==> src/rtl/octave_pkg.sv <==
// Shared types and defaults for the octave selector.
// Build option: OCTAVE_CTRL_AUTOREPEAT_EN enables auto-repeat while a button is held.
package octave_pkg;

   typedef enum logic [1:0] {
      IDLE    = 2'd0,
      LOCKOUT = 2'd1,
      HOLD    = 2'd2
   } octState_e;

   localparam int DEF_NUM_OCT    = 4;
   localparam int DEF_RESET_OCT  = 0;
   localparam int DEF_WRAP       = 0;
   localparam int DEF_LOCK_CYC   = 4;
   localparam int DEF_REPEAT_DLY = 10;
   localparam int DEF_REPEAT_PER = 5;

   // One step toward the requested direction; at the ends either wrap around
   // or stay put. Comparing against numOct-1 keeps the result below numOct
   // even when numOct is not a power of two.
   function automatic int stepOct(input int cur, input logic up,
                                  input int numOct, input logic wrap);
      int res;
      res = cur;
      if (up) begin
         if (cur >= numOct - 1) begin
            res = wrap ? 0 : numOct - 1;
         end else begin
            res = cur + 1;
         end
      end else begin
         if (cur <= 0) begin
            res = wrap ? numOct - 1 : 0;
         end else begin
            res = cur - 1;
         end
      end
      return res;
   endfunction

endpackage

==> src/rtl/rise_edge.sv <==
// Per-button rising-edge detector. The previous-level register comes out of
// reset at 1 so a button already held through reset does not count as a press.
module rise_edge (
   input  logic clk,
   input  logic nrst,
   input  logic level_i,
   output logic rise_o
);

   logic prevLevel_q;

   // Remember last cycle's level so a 0->1 transition can be spotted.
   always_ff @(posedge clk) begin
      if (nrst) begin
         prevLevel_q <= 1'b1;
      end else begin
         prevLevel_q <= level_i;
      end
   end

   assign rise_o = level_i & ~prevLevel_q;

endmodule

==> src/rtl/octave_ctrl.sv <==
// Octave up/down selector with press lockout and optional auto-repeat.
// Build option: OCTAVE_CTRL_AUTOREPEAT_EN -- when defined, a button held in
// HOLD steps again after REPEAT_DLY cycles and then every REPEAT_PER cycles.
module octave_ctrl
   import octave_pkg::*;
#(
   parameter int NUM_OCT    = DEF_NUM_OCT,
   parameter int RESET_OCT  = DEF_RESET_OCT,
   parameter int WRAP       = DEF_WRAP,
   parameter int LOCK_CYC   = DEF_LOCK_CYC,
   parameter int REPEAT_DLY = DEF_REPEAT_DLY,
   parameter int REPEAT_PER = DEF_REPEAT_PER,
   localparam int OCT_W     = (NUM_OCT > 1) ? $clog2(NUM_OCT) : 1
) (
   input  logic             clk,
   input  logic             nrst,
   input  logic             oct_up,
   input  logic             oct_down,
   output logic [OCT_W-1:0] oct_sel,
   output logic             at_min,
   output logic             at_max,
   output logic             oct_changed
);

   localparam int LCW = (LOCK_CYC > 1) ? $clog2(LOCK_CYC) : 1;
   localparam logic [OCT_W-1:0] MAX_OCT   = OCT_W'(NUM_OCT - 1);
   localparam logic [OCT_W-1:0] RESET_VAL = OCT_W'(RESET_OCT);
   localparam logic [LCW-1:0]   LOCK_LOAD = LCW'(LOCK_CYC - 1);

   logic riseUp;
   logic riseDown;

   octState_e        state_q,   state_d;
   logic [LCW-1:0]   lockCnt_q, lockCnt_d;
   logic             dirUp_q,   dirUp_d;
   logic [OCT_W-1:0] octSel_q,  octSel_d;
   logic             atMin_q,   atMin_d;
   logic             atMax_q,   atMax_d;
   logic             changed_q, changed_d;

   logic stepReq;
   logic stepUp;
   logic heldLevel;

`ifdef OCTAVE_CTRL_AUTOREPEAT_EN
   localparam int RMAX = (REPEAT_DLY > REPEAT_PER) ? REPEAT_DLY : REPEAT_PER;
   localparam int RCW  = (RMAX > 1) ? $clog2(RMAX) : 1;
   localparam logic [RCW-1:0] DLY_LOAD = RCW'(REPEAT_DLY - 1);
   localparam logic [RCW-1:0] PER_LOAD = RCW'(REPEAT_PER - 1);

   logic [RCW-1:0] repCnt_q, repCnt_d;
`else
   logic unusedRepeatCfg;
   assign unusedRepeatCfg = ^{REPEAT_DLY, REPEAT_PER};
`endif

   rise_edge u_riseUp (
      .clk     (clk),
      .nrst    (nrst),
      .level_i (oct_up),
      .rise_o  (riseUp)
   );

   rise_edge u_riseDown (
      .clk     (clk),
      .nrst    (nrst),
      .level_i (oct_down),
      .rise_o  (riseDown)
   );

   assign heldLevel = dirUp_q ? oct_up : oct_down;

   // Next-state logic: decides when a step is taken and how the lockout and
   // repeat counters advance.
   always_comb begin
      state_d   = state_q;
      lockCnt_d = lockCnt_q;
      dirUp_d   = dirUp_q;
      stepReq   = 1'b0;
      stepUp    = dirUp_q;
`ifdef OCTAVE_CTRL_AUTOREPEAT_EN
      repCnt_d  = repCnt_q;
`endif
      case (state_q)
         IDLE: begin
            if (riseUp ^ riseDown) begin
               stepReq   = 1'b1;
               stepUp    = riseUp;
               dirUp_d   = riseUp;
               lockCnt_d = LOCK_LOAD;
               state_d   = LOCKOUT;
`ifdef OCTAVE_CTRL_AUTOREPEAT_EN
               repCnt_d  = DLY_LOAD;
`endif
            end
         end
         LOCKOUT: begin
`ifdef OCTAVE_CTRL_AUTOREPEAT_EN
            if (repCnt_q != '0) begin
               repCnt_d = repCnt_q - 1'b1;
            end
`endif
            if (lockCnt_q == '0) begin
               state_d = heldLevel ? HOLD : IDLE;
            end else begin
               lockCnt_d = lockCnt_q - 1'b1;
            end
         end
         HOLD: begin
            if (!heldLevel) begin
               state_d = IDLE;
`ifdef OCTAVE_CTRL_AUTOREPEAT_EN
               repCnt_d = '0;
            end else if (repCnt_q == '0) begin
               stepReq  = 1'b1;
               stepUp   = dirUp_q;
               repCnt_d = PER_LOAD;
            end else begin
               repCnt_d = repCnt_q - 1'b1;
`endif
            end
         end
         default: begin
            state_d = IDLE;
         end
      endcase
   end

   // Datapath: apply a requested step and derive the registered flags from
   // the new value so they line up with oct_sel.
   always_comb begin
      octSel_d = octSel_q;
      if (stepReq) begin
         octSel_d = OCT_W'(stepOct(int'(octSel_q), stepUp, NUM_OCT, WRAP != 0));
      end
      changed_d = (octSel_d != octSel_q);
      atMin_d   = (octSel_d == '0);
      atMax_d   = (octSel_d == MAX_OCT);
   end

   // State and output registers; reset overrides everything in any state.
   always_ff @(posedge clk) begin
      if (nrst) begin
         state_q   <= IDLE;
         lockCnt_q <= '0;
         dirUp_q   <= 1'b0;
         octSel_q  <= RESET_VAL;
         atMin_q   <= (RESET_VAL == '0);
         atMax_q   <= (RESET_VAL == MAX_OCT);
         changed_q <= 1'b0;
      end else begin
         state_q   <= state_d;
         lockCnt_q <= lockCnt_d;
         dirUp_q   <= dirUp_d;
         octSel_q  <= octSel_d;
         atMin_q   <= atMin_d;
         atMax_q   <= atMax_d;
         changed_q <= changed_d;
      end
   end

`ifdef OCTAVE_CTRL_AUTOREPEAT_EN
   // Repeat timer: counts cycles since the last step while a button is held.
   always_ff @(posedge clk) begin
      if (nrst) begin
         repCnt_q <= '0;
      end else begin
         repCnt_q <= repCnt_d;
      end
   end
`endif

   assign oct_sel     = octSel_q;
   assign at_min      = atMin_q;
   assign at_max      = atMax_q;
   assign oct_changed = changed_q;

endmodule

==> config.mk <==
export PLATFORM = sky130hd
export DESIGN_NAME = octave_ctrl
export DESIGN_NICKNAME = d
export VERILOG_FILES = /design/src/rtl/octave_pkg.sv /design/src/rtl/rise_edge.sv /design/src/rtl/octave_ctrl.sv
export SDC_FILE = /design/constraint.sdc
export NUM_CORES = 1
export LEC_CHECK = 0
export CAP_MARGIN = 40
export CORE_MARGIN = 1
export CORE_UTILIZATION = 41
export CTS_CLUSTER_DIAMETER = 80
export CTS_CLUSTER_SIZE = 14
export DETAILED_ROUTE_END_ITERATION = 10
export GPL_TIMING_DRIVEN = 0
export SLEW_MARGIN = 25
export SYNTH_ARGS = -nofsm -noshare
export SYNTH_HDL_FRONTEND = slang
export SYNTH_SLANG_ARGS = --single-unit
==> constraint.sdc <==
create_clock -name clk -period 2.6 [get_ports clk]
set_input_delay 0.26 -clock clk [delete_from_list [all_inputs] [get_ports clk]]
set_output_delay 0.26 -clock clk [all_outputs]
set_load 0.005 [all_outputs]
==> out/results.txt <==
Cell variety after synth = 33
Antenna viol nets, final = 0
Register share of total power = 53.9%
Vias in the first global route = 379
FF+latch area = 240 µm²
Num rows = 13
Placed insts = 82
Starting DRC count in detailed routing = 10
WL per Instance = 11.8 µm
Syn_nets = 64
HP Class = reg2reg
Fmax = 0.632 GHz
TritonRoute pass-1 iters = 5
LEAKAGE = 0.260 nW
CP max stage cell = clkdlybuf4s50_1
Switching pwr = 0.0955 mW
H-tree Lvls = 1
Post-synth EDFFs = 0
Worst-skew pair later-pin latency = 0.27 ns
IO Port Bufs = 8
Die width = 39.1 µm
Cell internal pwr = 0.277 mW
Switching power share of the total = 25.6%
Fillers = 124
CP max FO = 9
# clock sinks = 12
TritonCTS clock tree = built
Final weighted congestion in routability-driven placement = 0.716
Setup violations, final = 0
Combinational share of power = 15.8%
Core area = 1280 µm²
Crit path buffers/inverters = 1
Total track usage = 16.3%
P per Cell Area = 544 nW/µm²
Max-slew violations = 0
GR Overflow Total = 0
Startpoint types = flop
Ys async rst share = 0%
Layout cells sized above 1 = 22.9%
Vias/cell = 5.41
Post-Syn Instances = 59
Clk network pwr share = 30.3%
Hold_buf cts = 0
Final worst slack = 1.02 ns
Setup TNS = 0 ns
Worst-margin pin slew = 0.378 ns
CP Class = reg2out
Number of antenna diodes = 0
Die H = 39.1 µm
Initial Util = 43.9%
Register bit total from synthesis = 12
Synth Warn # = 0
Worst-path clk slew = 0.08 ns
Initial antenna violation count = 0
# nets final = 77
Top delay family on crit path = buffers and inverters
Ys flop type = dfxtp_1
Worst Path Arrival = 1.32 ns
Root buffer cell = clkbuf_4
Synth Cell Area = 564 µm²
CP endpoint kind = output port
Total Wirelength = 1000 µm
Placed cell area = 663 µm²
RSZ-0062 raised after global routing = false
Final min period = 1.58 ns
Via count = 460
Maximum VDD drop = 0.000214 V
IO Count = 9
Status = finished clean
Leading cell types in the layout, fill and taps excluded = dfxtp_1, clkdlybuf4s50_1, nor2_1
Area growth, synth to finish = 21.5%
Mapped Avg Cell Area = 9.56 µm²
Slew headroom = 74.8%
Max stage delay on crit path = 0.56 ns
Largest net degree at the start of global routing = 11
Final clock skew = 0.00638 ns
Longest Clk Path Bufs = 2
Post-CTS setup buffers = 0
First-pass GRT wire length = 1630 µm
Non-Filler Instances = 85
CTS Buf Count = 3
Max-Cap Viols = 0
Post-route cell area = 686 µm²
Multi-input logic area = 297 µm²
DIE AREA = 1530 µm²
Remaining DRCs = 0
Commonest non-fill, non-tap cell in the layout = dfxtp_1
CP required = 2.34 ns
Hpwl dp = 728 µm
Period utilisation layout = 60.9%
Fin. Hold Viols = 0
Seq/Total Area, Yosys = 42.6%
Post-Place Setup Slack = 0.963 ns
Cell Chain, Critical Path = clkdlybuf4s50_1
Post_cts resized = 0
==> power by group through the flow <==
stage | Clock [mW] | Sequential [mW] | Combinational, mW
after detailed placement | 0 | 0.205 | 0.0597
after global placement | 0 | 0.205 | 0.0586
after global routing | 0.121 | 0.202 | 0.0673
final | 0.113 | 0.201 | 0.0591
after CTS | 0.116 | 0.201 | 0.0601
after floorplan | 0 | 0.204 | 0.0420
==> synth_stat cells (2+ instances only) <==
| cell | number | share of area [%] |
|---|---|---|
| or2_2 | 2 | 2.2 |
| nor2_2 | 2 | 2.2 |
| inv_1 | 3 | 2.0 |
| a31oi_1 | 2 | 2.2 |
| a21oi_1 | 2 | 1.8 |
| nand2b_1 | 2 | 2.2 |
| nor4_1 | 3 | 3.3 |
| nand2_1 | 2 | 1.3 |
| o21ai_2 | 2 | 3.1 |
| a21o_1 | 2 | 2.7 |
| nor2_1 | 4 | 2.7 |
| dfxtp_1 | 12 | 43 |
==> routing by layer <==
layer	wire length [µm]	GRT usage (%)
met5	0	0
met1	511	22.1
met4	19	10.3
met3	46	3.47
met2	426	22.9
==> sequential cells by signal, summed over array words and instances (netlist names) <==
register                count
lockCnt_q                   2
at_max                      1
u_riseUp.prevLevel_q        1
u_riseDown.prevLevel_q      1
state_q                     2
oct_changed                 1
at_min                      1
dirUp_q                     1
oct_sel                     2
==> area by class of cell <==
cell class,count,area share (%)
sequential,12,35.0
inverter,3,1.64
clock buffer,3,3.28
buffer,3,2.37
multi-input combinational,41,43.2
timing repair buffer,8,11.7
tap,15,2.74
==> worst paths after layout <==
path	startpoint	end	slack [ns]	cells past startpoint
setup reg to reg	lockCnt_q[0]$_SDFFE_PP0P_	lockCnt_q[1]$_SDFFE_PP0P_	1.30	5
setup / recovery	oct_sel[1]$_SDFF_PP0_	oct_sel[1]	1.02	1
hold / removal	lockCnt_q[0]$_SDFFE_PP0P_	lockCnt_q[0]$_SDFFE_PP0P_	0.49	2
hold reg to reg	lockCnt_q[0]$_SDFFE_PP0P_	lockCnt_q[0]$_SDFFE_PP0P_	0.49	2
==> logic make-up (layout without fill, tap and decap cells) <==
family / after synthesis / count (layout) / synth area share [%]
AO/OA/AOI/OAI: 17 / 17 / 23.1
AND/OR/NAND/NOR: 21 / 21 / 23.9
flip-flops: 12 / 12 / 42.6
XOR/XNOR: 1 / 1 / 1.55
adder cells (fa/ha/maj): 1 / 1 / 2.22
multiplexers: 1 / 1 / 1.77
buffers and inverters: 6 / 17 / 4.88
==> stage by stage <==
step	hold slack [ns]	total power [mW]	utilization (%)
floorplan	0.329	0.246	-
global placement	0.483	0.264	51.6
detailed placement	0.480	0.265	51.6
CTS	0.491	0.377	53.4
global route	0.527	0.391	53.4
finish	0.489	0.373	53.4
Note: power is estimated with default switching activity, not from simulation.
